===== config.mk =====
export PLATFORM = sky130hd
export DESIGN_NAME = data_write_buffer
export DESIGN_NICKNAME = d
export VERILOG_FILES = /design/src/rtl/data_write_buffer.sv
export SDC_FILE = /design/constraint.sdc
export NUM_CORES = 1
export LEC_CHECK = 0
export BUFFER_PORTS_ARGS = -buffer_cell sky130_fd_sc_hd__buf_2
export CAP_MARGIN = 15
export CORE_ASPECT_RATIO = 0.7
export CORE_MARGIN = 4
export CORE_UTILIZATION = 50
export DETAILED_ROUTE_END_ITERATION = 8
export PLACE_DENSITY = 0.7
export SETUP_SLACK_MARGIN = 0.05
export SLEW_MARGIN = 10
export SYNTH_ARGS = -nofsm -noshare
export SYNTH_HDL_FRONTEND = slang
export SYNTH_SLANG_ARGS = --single-unit

===== constraint.sdc =====
create_clock -name clk -period 6.8 [get_ports clk]
set_input_delay 0.34 -clock clk [delete_from_list [all_inputs] [get_ports clk]]
set_output_delay 0.34 -clock clk [all_outputs]
set_load 0.03 [all_outputs]

===== src/rtl/data_write_buffer.sv =====
// Posted-store write buffer between a CPU data port and a single-master bus.
// Optional store-to-load forwarding is enabled by defining WBUF_LOAD_FORWARD_EN.
module data_write_buffer #(
    parameter int DEPTH = 4
) (
    input  logic                     clk,
    input  logic                     resetn,
    input  logic                     data_sram_en,
    input  logic [3:0]               data_sram_wen,
    input  logic [31:0]              data_sram_addr,
    input  logic [31:0]              data_sram_wdata,
    output logic [31:0]              data_sram_rdata,
    output logic                     cpu_stall,
    output logic                     mem_req,
    output logic                     mem_wr,
    output logic [3:0]               mem_wstrb,
    output logic [31:0]              mem_addr,
    output logic [31:0]              mem_wdata,
    input  logic [31:0]              mem_rdata,
    input  logic                     mem_ack,
    output logic [$clog2(DEPTH):0]   wbuf_count
);

    localparam int PW = $clog2(DEPTH);
    localparam int CW = PW + 1;

    typedef enum logic [1:0] {
        ST_IDLE  = 2'd0,
        ST_WRITE = 2'd1,
        ST_READ  = 2'd2,
        ST_RESP  = 2'd3
    } state_t;

    state_t          state_q, state_d;
    logic [PW-1:0]   wr_ptr_q, wr_ptr_d;
    logic [PW-1:0]   rd_ptr_q, rd_ptr_d;
    logic [CW-1:0]   count_q, count_d;
    logic [31:0]     rdata_q, rdata_d;

    logic [31:0]     addr_mem  [DEPTH];
    logic [3:0]      wen_mem   [DEPTH];
    logic [31:0]     wdata_mem [DEPTH];

    logic            is_store, is_load, full, push, pop;
    logic            fwd_take;
    logic [31:0]     fwd_data;

    assign is_store = data_sram_en && (data_sram_wen != 4'b0000);
    assign is_load  = data_sram_en && (data_sram_wen == 4'b0000);
    // Fullness is judged on registered count only, so a pop this cycle never admits a store this cycle.
    assign full     = (count_q == CW'(DEPTH));
    assign push     = is_store && !full;
    assign pop      = (state_q == ST_WRITE) && mem_ack;

`ifdef WBUF_LOAD_FORWARD_EN
    logic [DEPTH-1:0] slot_hit;
    logic             fwd_full;

    genvar gi;
    generate
        for (gi = 0; gi < DEPTH; gi++) begin : g_slot
            logic [PW-1:0] slot_idx;
            assign slot_idx     = rd_ptr_q + PW'(gi);
            assign slot_hit[gi] = (CW'(gi) < count_q) &&
                                  (addr_mem[slot_idx][31:2] == data_sram_addr[31:2]);
        end
    endgenerate

    // Later slots are younger, so the last hit in age order is the newest matching store.
    always_comb begin
        fwd_full = 1'b0;
        fwd_data = '0;
        for (int i = 0; i < DEPTH; i++) begin
            if (slot_hit[i]) begin
                fwd_full = (wen_mem[rd_ptr_q + PW'(i)] == 4'b1111);
                fwd_data = wdata_mem[rd_ptr_q + PW'(i)];
            end
        end
    end

    assign fwd_take = is_load && (|slot_hit) && fwd_full;
`else
    assign fwd_take = 1'b0;
    assign fwd_data = '0;
`endif

    always_ff @(posedge clk) begin
        if (push) begin
            addr_mem[wr_ptr_q]  <= data_sram_addr;
            wen_mem[wr_ptr_q]   <= data_sram_wen;
            wdata_mem[wr_ptr_q] <= data_sram_wdata;
        end
    end

    always_comb begin
        wr_ptr_d = wr_ptr_q;
        rd_ptr_d = rd_ptr_q;
        count_d  = count_q;
        if (push) begin
            wr_ptr_d = wr_ptr_q + PW'(1);
        end
        if (pop) begin
            rd_ptr_d = rd_ptr_q + PW'(1);
        end
        if (push && !pop) begin
            count_d = count_q + CW'(1);
        end else if (!push && pop) begin
            count_d = count_q - CW'(1);
        end
    end

    always_comb begin
        state_d = state_q;
        rdata_d = rdata_q;
        unique case (state_q)
            ST_IDLE: begin
                if (fwd_take) begin
                    rdata_d = fwd_data;
                    state_d = ST_RESP;
                end else if (count_q != '0) begin
                    state_d = ST_WRITE;
                end else if (is_load) begin
                    state_d = ST_READ;
                end
            end
            ST_WRITE: begin
                if (mem_ack) begin
                    state_d = ST_IDLE;
                end
            end
            ST_READ: begin
                if (mem_ack) begin
                    rdata_d = mem_rdata;
                    state_d = ST_RESP;
                end
            end
            ST_RESP: begin
                state_d = ST_IDLE;
            end
            default: begin
                state_d = ST_IDLE;
            end
        endcase
    end

    always_ff @(posedge clk or negedge resetn) begin
        if (!resetn) begin
            state_q  <= ST_IDLE;
            wr_ptr_q <= '0;
            rd_ptr_q <= '0;
            count_q  <= '0;
            rdata_q  <= '0;
        end else begin
            state_q  <= state_d;
            wr_ptr_q <= wr_ptr_d;
            rd_ptr_q <= rd_ptr_d;
            count_q  <= count_d;
            rdata_q  <= rdata_d;
        end
    end

    // Bus fields decode from the registered state, so they read as zero while reset holds IDLE.
    always_comb begin
        mem_req   = 1'b0;
        mem_wr    = 1'b0;
        mem_wstrb = 4'b0000;
        mem_addr  = '0;
        mem_wdata = '0;
        if (state_q == ST_WRITE) begin
            mem_req   = 1'b1;
            mem_wr    = 1'b1;
            mem_wstrb = wen_mem[rd_ptr_q];
            mem_addr  = addr_mem[rd_ptr_q];
            mem_wdata = wdata_mem[rd_ptr_q];
        end else if (state_q == ST_READ) begin
            mem_req   = 1'b1;
            mem_addr  = {data_sram_addr[31:2], 2'b00};
        end
    end

    assign cpu_stall       = resetn && ((is_store && full) || (is_load && (state_q != ST_RESP)));
    assign data_sram_rdata = rdata_q;
    assign wbuf_count      = count_q;

endmodule


==> results of run 1 <==
## cells in the mapped netlist, types with 5 or more instances
cell        n
edfxtp_1  272
mux4_2     68
and2_1     42
dfrtp_1    41
mux2_2     33
a22o_1     30
clkbuf_1   15
ha_1       10
buf_2       8
inv_1       5
nand2_1     5
## power groups by stage
stage / sequential [mW] / clock (mW) / combinational (mW)
detailed placement: 2.90 / 0 / 2.62
floorplan: 2.92 / 0 / 1.83
global route: 2.90 / 1.77 / 2.74
finish: 2.85 / 1.65 / 2.58
global placement: 2.86 / 0 / 2.58
CTS: 2.86 / 1.68 / 2.63
## cell type report
class                   count  area [um^2]
diodes                      1         2.50
flip-flops and latches    313         9200
clock buffers              31          733
multi-input cells         212         2800
clock inverters            22          240
fillers                  1729         9230
well taps                 318          398
inverters                   5         18.8
repair buffers            219         1140
## repair_timing
item | CTS | global route
resized for setup | 0 | 0
hold buffers | 7 | 0
endpoints found under the hold margin | 63 | 0
## metal layers
layer	wire (um)	vias to the layer above
li1	-	2716
met1	10200	3203
met2	12900	191
met3	1360	39
met4	536	0
met5	0	-
## kinds of logic (layout without fill, tap and decap cells)
family / count (synthesis) / after routing / synth area share, %
multiplexers: 106 / 106 / 16.1
XOR/XNOR: 6 / 6 / 0.432
flip-flops: 313 / 313 / 75.6
buffers and inverters: 36 / 277 / 1.56
AND/OR/NAND/NOR: 57 / 57 / 2.87
other: 0 / 1 / 0
AO/OA/AOI/OAI: 32 / 32 / 2.25
adder cells (fa/ha/maj): 11 / 11 / 1.19
## through the flow
stage	area, um^2	instances
5_1_grt	14500	1120
6_report	14500	1121
3_3_place_gp	13500	1060
3_5_place_dp	13500	1060
4_1_cts	14500	1120
2_1_floorplan	12200	561
## registers in the layout, indices dropped and copies added, names as in the netlist
name,flops
wr_ptr_q,2
wbuf_count,3
state_q,2
wdata_mem,128
data_sram_rdata,32
rd_ptr_q,2
addr_mem,128
wen_mem,16
## worst min path at each step
stage | endpoint | slack (ps) | cells past startpoint
5_1_grt | wdata_mem[0][9] | 5 | 1
4_1_cts | wdata_mem[2][5] | 0.4 | 1
3_3_place_gp | data_sram_rdata[0] | 480 | 1
6_report | wdata_mem[2][19] | 20 | 1
2_1_floorplan | data_sram_rdata[0] | 40 | 0
3_5_place_dp | data_sram_rdata[10] | 490 | 1
==> flow_summary_export.csv, run 1 <==
group,metric,value,unit
status,status,"complete, no violations",
timing,setup_tns,0,ps
global_route,use_met1,24.8,%
floorplanning,fp.dieH,138,um
critical_path,path_cells,"inv_1, ha_2, buf_4, nor2b_2, buf_4, a22o_1, buf_2",
floorplanning,die-area,26900,um^2
timing,finalHoldViolCount,0,
critical_path,critPathCaptureType,"primary output",
critical_path,critPathMaxStageDelay,760,ps
timing,fin_worst_skew,15.3,ps
power_and_ir_drop,p_total,7.07,mW
cts,cts_buffers,29,
min_path,hold_class,"in2reg",
critical_path,slowest_stage,"ha_2",
floorplanning,core_area,23800,um^2
placement,place_congestion,0.772,
critical_path,path_depth,7,
timing,relSlewSlack,28.6,%
logic_synthesis,netlist_area,12200,um^2
logic_synthesis,ys.flop_type,"edfxtp_1",
global_route,grt_max_degree,70,
floorplanning,ios,210,
cts,cts_tree,"built",
timing,fin_ws,3250,ps
min_path,min_from,"data_sram_wdata[19]",
logic_synthesis,netlist_top_cells_area,"edfxtp_1, mux4_2, dfrtp_1",
logic_synthesis,syn_inst,561,
cts,clockBufferDepth,3,
route,vias,6149,
logic_synthesis,synth.distinct_cells,27,
critical_path,reg2reg_from,"state_q[1]",
critical_path,r2r-end,"wbuf_count[1]",
power_and_ir_drop,switching_power,2.54,mW
critical_path,rr_worst_depth,7,
cts,clk_latency,540,ps
logic_synthesis,synth_seq_cells,313,
timing,finalSetupViolations,0,
route,routedWlPerCell,22.3,um
timing,fin_crit,3550,ps
cts,clock_sinks,313,
route,dr.pass1.iters,4,
timing,max_freq,282,MHz
global_route,grtUsageTotal,18.5,%
finish,nets,895,
global_route,grt_pass1_wl,39.6,mm
finish,finish.utilization,61.2,%
route,drcViolationCount,0,
timing,finalCritPeriodShare,52.2,%
global_route,antenna_found_initial,0,
global_route,grt_pass1_vias,6862,
critical_path,crit_arrival,3210,ps
placement,dpl.hpwl,15.1,mm
timing,final_max_slew_viol_count,0,
finish,area_growth,19.5,%
timing,tightest_slew,1070,ps
logic_synthesis,ys_async_sr_fraction,13.1,%
critical_path,crit_path_frequent_cell,"buf_4",
critical_path,crit_family,"buffers and inverters",
critical_path,cp.buffers_inverters,4,
power_and_ir_drop,power.internal,4.54,mW
critical_path,rrSetupSlack,4160,ps
critical_path,worstSetupStartpointType,"register",
placement,dpl_worst_slack,3750,ps
cts,clock_tree.root_cell,"clkbuf_16",
critical_path,cp.required,6460,ps
critical_path,crit_path_max_fanout,44,
route,ant_nets,0,
timing,timing.hold.ws,20.7,ps
logic_synthesis,synth_top_area_share,67.2,%
cts,htreeDepth,1,
finish,mostFrequentLayoutCells,"edfxtp_1, buf_2, mux4_2, dfrtp_1, and2_1",
finish,layout_commonest_cell,"edfxtp_1",
timing,rsz0062_at_grt,"false",
global_route,overflow,0,
route,drt_wl_total,25.0,mm
power_and_ir_drop,powerDensity,487,nW/um^2
floorplanning,fp.dieW,194,um
placement,port_buffers,209,
finish,post_route_cells_drive_above_1_share,46.5,%
route,initialDrtViolationCount,289,
logic_synthesis,synth_top_area_cell,"edfxtp_1",
floorplanning,initial_core_util,51.2,%
floorplanning,rows,47,
power_and_ir_drop,p_sw_share,35.8,%
route,vias_per_cell,5.49,
power_and_ir_drop,leakage,5.45,nW
critical_path,crit_start,"state_q[1]",
logic_synthesis,synth_enable_flop_cells,272,
run,cap_violations,0,
cts,cts.reportedPaths.clkPinSlew,70,ps
critical_path,critical_path_class,"reg2out",
power_and_ir_drop,ir_worst_vdd,0.000349,V
critical_path,endpoint,"mem_addr[27]",
logic_synthesis,yosysSeqAreaShare,75.6,%
power_and_ir_drop,p_seq_share,40.3,%
logic_synthesis,syn_nets,676,
logic_synthesis,yosys_warnings,0,
global_route,use_met3,3.31,%
logic_synthesis,syn_avg_cell_area,21.7,um^2
power_and_ir_drop,combPwrFrac,36.4,%
global_route,busiest_layer,"met2",
power_and_ir_drop,clkPwrFrac,23.3,%
cts,post-cts-setup-buffers,0,
global_route,met2_usage,32.0,%
(Power assumes the default switching activity.)
==> run 2: changes to the inputs <==
--- a/config.mk
+++ b/config.mk
@@ -11,7 +11,7 @@
 export CORE_MARGIN = 4
 export CORE_UTILIZATION = 50
 export DETAILED_ROUTE_END_ITERATION = 8
-export PLACE_DENSITY = 0.7
+export PLACE_DENSITY = 0.73
 export SETUP_SLACK_MARGIN = 0.05
 export SLEW_MARGIN = 10
 export SYNTH_ARGS = -nofsm -noshare
==> constraint.sdc (replaced) <==
create_clock -name clk -period 3.2 [get_ports clk]
set_input_delay 0.16 -clock clk [delete_from_list [all_inputs] [get_ports clk]]
set_output_delay 0.16 -clock clk [all_outputs]
set_load 0.03 [all_outputs]
==> run 2 against run 1 <==
Compared with the run above: combinational power rose by 130%; hold slack gained 84 ps; via count grew 7.4%; largest cell class unchanged; largest power group unchanged; highest routed layer is now met5.
==> flow_summary_export.csv, run 2 (same netlist as run 1, synthesis figures left out) <==
group,metric,value,unit
status,status,"complete, no violations",
cts,post-cts-setup-buffers,0,
cts,clock_tree.root_cell,"clkbuf_16",
cts,ctsHoldBuffers,102,
critical_path,crit_arrival,2640,ps
critical_path,worstSetupStartpointType,"register",
critical_path,crit_path_max_fanout,33,
cts,cts.reportedPaths.clkPinSlew,60,ps
placement,place_congestion,0.739,
power_and_ir_drop,switching_power,5.41,mW
route,routedWlPerCell,21.5,um
finish,final_cells,1226,
power_and_ir_drop,p_sw_share,35.8,%
power_and_ir_drop,leakage,5.91,nW
critical_path,critPathCaptureType,"primary output",
timing,tightest_slew,710,ps
placement,dpl.hpwl,15.8,mm
timing,finalCritPeriodShare,87.5,%
cts,clk_latency,530,ps
timing,fin_worst_skew,7.35,ps
timing,fin_crit,2800,ps
critical_path,cp.required,3040,ps
timing,setup_tns,0,ps
timing,relSlewSlack,52.7,%
finish,mostFrequentLayoutCells,"edfxtp_1, buf_2, dlygate4sd3_1, mux4_2, dfrtp_1",
route,vias_per_cell,5.39,
floorplanning,fp.dieH,138,um
power_and_ir_drop,clkPwrFrac,22.1,%
power_and_ir_drop,p_total,15.1,mW
finish,post_route_cells_drive_above_1_share,41.8,%
floorplanning,ios,210,
finish,fill_cells,1621,
run,cap_violations,0,
route,vias,6604,
floorplanning,initial_core_util,51.2,%
global_route,antenna_found_initial,2,
route,drcViolationCount,0,
floorplanning,fp.dieW,194,um
global_route,grt_pass1_wl,41.9,mm
placement,place_inst,1071,
cts,cts_resized,0,
finish,nets,1000,
route,ant_nets,0,
power_and_ir_drop,power.internal,9.72,mW
global_route,grtUsageTotal,19.5,%
power_and_ir_drop,p_seq_share,39.4,%
cts,cts_tree,"built",
placement,port_buffers,209,
power_and_ir_drop,ir_worst_vdd,0.000597,V
cts,clockBufferDepth,3,
route,drt_wl_total,26.4,mm
timing,finalSetupViolations,0,
cts,htreeDepth,1,
global_route,grt_pass1_vias,7278,
min_path,hold_class,"in2reg",
cts,clock_sinks,313,
global_route,grt_max_degree,43,
critical_path,critical_path_class,"reg2out",
timing,finalHoldViolCount,0,
floorplanning,rows,47,
timing,rsz0062_at_grt,"false",
finish,layout_commonest_cell,"edfxtp_1",
timing,final_max_slew_viol_count,0,
route,dr.pass1.iters,5,
power_and_ir_drop,combPwrFrac,38.5,%
floorplanning,die-area,26900,um^2
finish,area_growth,28.3,%
timing,max_freq,357,MHz
floorplanning,core_area,23800,um^2
timing,timing.hold.ws,105,ps
power_and_ir_drop,powerDensity,970,nW/um^2
route,initialDrtViolationCount,409,
cts,cts_buffers,28,
global_route,overflow,0,
==> run 2: final cells by class <==
class | instances | area, um^2 | share of cell area (%)
flip-flops and latches | 313 | 9200 | 58.9
multi-input cells | 212 | 2790 | 17.9
clock inverters | 11 | 104 | 0.665
diodes | 1 | 2.50 | 0.0160
repair buffers | 325 | 2260 | 14.5
inverters | 5 | 18.8 | 0.120
well taps | 318 | 398 | 2.55
clock buffers | 41 | 832 | 5.33
==> run 2: path summary, 6_finish.rpt <==
check	start	to	slack, ps	cells after the start
hold / removal	data_sram_en	state_q[1]	110	4
max in group asynchronous	resetn	rd_ptr_q[0]	2530	3
setup reg to reg	wbuf_count[0]	wdata_mem[3][19]	1000	5
min in group asynchronous	resetn	data_sram_rdata[29]	260	3
setup / recovery	rd_ptr_q[0]	mem_addr[22]	400	4
hold reg to reg	data_sram_rdata[7]	data_sram_rdata[7]	500	1
==> run 2: critical path: stages, from the launching register on <==
cell and delay, ps:
dfrtp_4 900, buf_12 280, mux4_2 550, a22o_1 200, buf_2 180
==> run 2: power by group through the flow <==
| stage | logic (mW) | registers, mW | clock network, mW |
|---|---|---|---|
| after global routing | 6.20 | 6.08 | 3.61 |
| after floorplan | 3.88 | 6.20 | 0 |
| after CTS | 5.91 | 5.99 | 3.41 |
| final | 5.82 | 5.97 | 3.34 |
| after detailed placement | 5.78 | 6.07 | 0 |
| after global placement | 5.68 | 5.98 | 0 |
==> run 2: per-layer routing <==
metal | GRT usage [%] | routed length, um
met4 | 4.36 | 571
met5 | 0 | 13
met2 | 33.6 | 13600
met3 | 4.06 | 1580
met1 | 26.2 | 10600
==> run 2: metrics by stage <==
stage / cell area (um^2) / setup slack, ps / utilization, %
3_3_place_gp: 13700 / 906 / 57.5
4_1_cts: 15600 / 310 / 65.7
5_1_grt: 15600 / 215 / 65.7
3_5_place_dp: 13700 / 883 / 57.5
2_1_floorplan: 12200 / 115 / -
6_report: 15600 / 399 / 65.7
==> run 3: changes to the inputs <==
--- a/config.mk
+++ b/config.mk
@@ -12,6 +12,7 @@
 export CORE_UTILIZATION = 50
 export DETAILED_ROUTE_END_ITERATION = 8
 export PLACE_DENSITY = 0.73
+export RECOVER_POWER = 100
 export SETUP_SLACK_MARGIN = 0.05
 export SLEW_MARGIN = 10
 export SYNTH_ARGS = -nofsm -noshare
==> run 3 against run 2 <==
Compared with the run above: the flow now finishes with violations (capacitance limit, slew limit); clock skew up 1.4 ps; die area did not move; combinational power decreased by 4.6%; sequential power about the same; cell area decreased by 1.9%; clock power about the same; total power shrank 1.7%; register-to-register slack worse by 620 ps.
==> flow_summary_export.csv, run 3 (same netlist as run 1, synthesis figures left out) <==
group,metric,value,unit
status,status,"complete, but fails checks",
status,violations,"capacitance limit, slew limit",
cts,cts_tree,"built",
route,vias,6651,
critical_path,cp.required,3280,ps
power_and_ir_drop,leakage,5.33,nW
floorplanning,ios,210,
cts,cts_buffers,28,
cts,clockBufferDepth,3,
timing,relSlewSlack,-16.1,%
finish,post_route_cells_drive_above_1_share,22.1,%
timing,finalCritPeriodShare,89.1,%
timing,finalHoldViolCount,0,
power_and_ir_drop,p_seq_share,40.3,%
run,cap_violations,1,
power_and_ir_drop,powerDensity,971,nW/um^2
cts,cts.reportedPaths.clkPinSlew,60,ps
timing,rsz0062_at_grt,"false",
timing,timing.hold.ws,107,ps
finish,finish.utilization,64.5,%
timing,max_freq,351,MHz
route,initialDrtViolationCount,371,
cts,clock_sinks,313,
route,drcViolationCount,0,
global_route,overflow,0,
floorplanning,die-area,26900,um^2
placement,port_buffers,209,
timing,finalSetupViolations,0,
critical_path,crit_family,"simple AND/OR/NAND/NOR gates",
power_and_ir_drop,combPwrFrac,37.3,%
critical_path,crit_arrival,2940,ps
cts,htreeDepth,1,
global_route,grt_max_degree,43,
global_route,antenna_found_initial,2,
timing,setup_tns,0,ps
critical_path,worstSetupStartpointType,"input port",
critical_path,crit_path_max_fanout,29,
route,ant_nets,0,
timing,tightest_slew,1740,ps
cts,clk_latency,530,ps
global_route,grt_pass1_wl,41.9,mm
placement,place_congestion,0.739,
power_and_ir_drop,ir_worst_vdd,0.000587,V
cts,cts_resized,0,
route,dr.pass1.iters,5,
critical_path,critPathCaptureType,"register",
global_route,grt_pass1_vias,7278,
power_and_ir_drop,switching_power,5.43,mW
timing,fin_crit,2850,ps
route,routedWlPerCell,21.5,um
critical_path,slowest_stage,"clkbuf_2",
critical_path,critical_path_class,"in2reg",
cts,clock_tree.root_cell,"clkbuf_16",
placement,dpl.hpwl,15.8,mm
timing,final_max_slew_viol_count,33,
power_and_ir_drop,p_sw_share,36.5,%
power_and_ir_drop,power.internal,9.45,mW
critical_path,cp.buffers_inverters,3,
critical_path,path_cells,"dlygate4sd3_1, clkbuf_1, nor4_1, and3b_1, and2_0, clkbuf_2",
finish,layout_commonest_cell,"edfxtp_1",
route,vias_per_cell,5.42,
timing,fin_worst_skew,8.75,ps
floorplanning,fp.dieH,138,um
finish,nets,1000,
floorplanning,fp.dieW,194,um
critical_path,critPathMaxStageDelay,640,ps
min_path,hold_class,"in2reg",
power_and_ir_drop,clkPwrFrac,22.4,%
floorplanning,core_area,23800,um^2
floorplanning,initial_core_util,51.2,%
route,drt_wl_total,26.4,mm
finish,area_growth,25.9,%
global_route,grtUsageTotal,19.5,%
finish,mostFrequentLayoutCells,"edfxtp_1, clkbuf_1, dlygate4sd3_1, mux4_2, buf_2",
floorplanning,rows,47,
[run 3: cell count changes in the layout (fill, tap and decap cells not counted), moves of 2 or more]
cell      before  now
buf_2        209   40
buf_12         7    4
mux2_2        33   31
and2_4         4    1
clkbuf_2       0    2
buf_4          7    4
mux2_1         0    3
clkbuf_1       4  176
[run 3: power groups by stage]
| stage | clock, mW | sequential, mW | combinational [mW] |
|---|---|---|---|
| floorplan | 0 | 6.20 | 3.88 |
| global placement | 0 | 5.98 | 5.68 |
| detailed placement | 0 | 6.07 | 5.78 |
| CTS | 3.41 | 5.99 | 5.91 |
| global route | 3.61 | 6.10 | 5.92 |
| finish | 3.34 | 5.99 | 5.55 |
[run 3: worst paths after layout]
check                                    from                   to  slack [ps]  cells after the start
max                          data_sram_wen[1]     wdata_mem[1][27]         350                      6
min                              data_sram_en           state_q[0]         110                      4
max reg2reg                     wbuf_count[0]     wdata_mem[0][29]         380                      5
min reg2reg                data_sram_rdata[7]   data_sram_rdata[7]         510                      1
max in group asynchronous              resetn          rd_ptr_q[0]        2540                      3
min in group asynchronous              resetn  data_sram_rdata[29]         240                      3
[run 3: final cells by class]
type / instances / area, um^2
flip-flops and latches: 313 / 9200
fillers: 1720 / 8440
multi-input cells: 212 / 2770
repair buffers: 325 / 1990
clock buffers: 41 / 832
well taps: 318 / 398
clock inverters: 11 / 104
inverters: 5 / 18.8
diodes: 1 / 2.50
[run 3: worst register-to-register path, cell delays in order, from the launching register on]
cell	delay [ps]
dfrtp_1	450
nor2_1	60
nand2_1	80
and3b_1	350
and2_1	790
clkbuf_2	700
[run 3: repair_timing]
item                       CTS  global route
hold buffers               102             0
setup buffers                0             0
hold endpoints to repair   347             0
setup endpoints to repair    0             0
[run 3: metal layers]
metal / track usage [%] / vias up / part of all wire (%)
met1: 26.2 / 3455 / 40
met3: 4.06 / 47 / 6.1
met2: 33.6 / 220 / 51
li1: - / 2927 / -
met5: 0 / - / 0.049
met4: 4.36 / 2 / 2.2
[run 3: metrics by stage]
step                total power [mW]  worst slack, ps  cell area, um^2  instances
global route                    15.6              131            15300       1226
floorplan                       10.1              115            12200        561
global placement                11.7              906            13700       1071
CTS                             15.3              310            15600       1225
finish                          14.9              348            15300       1226
detailed placement              11.8              883            13700       1071
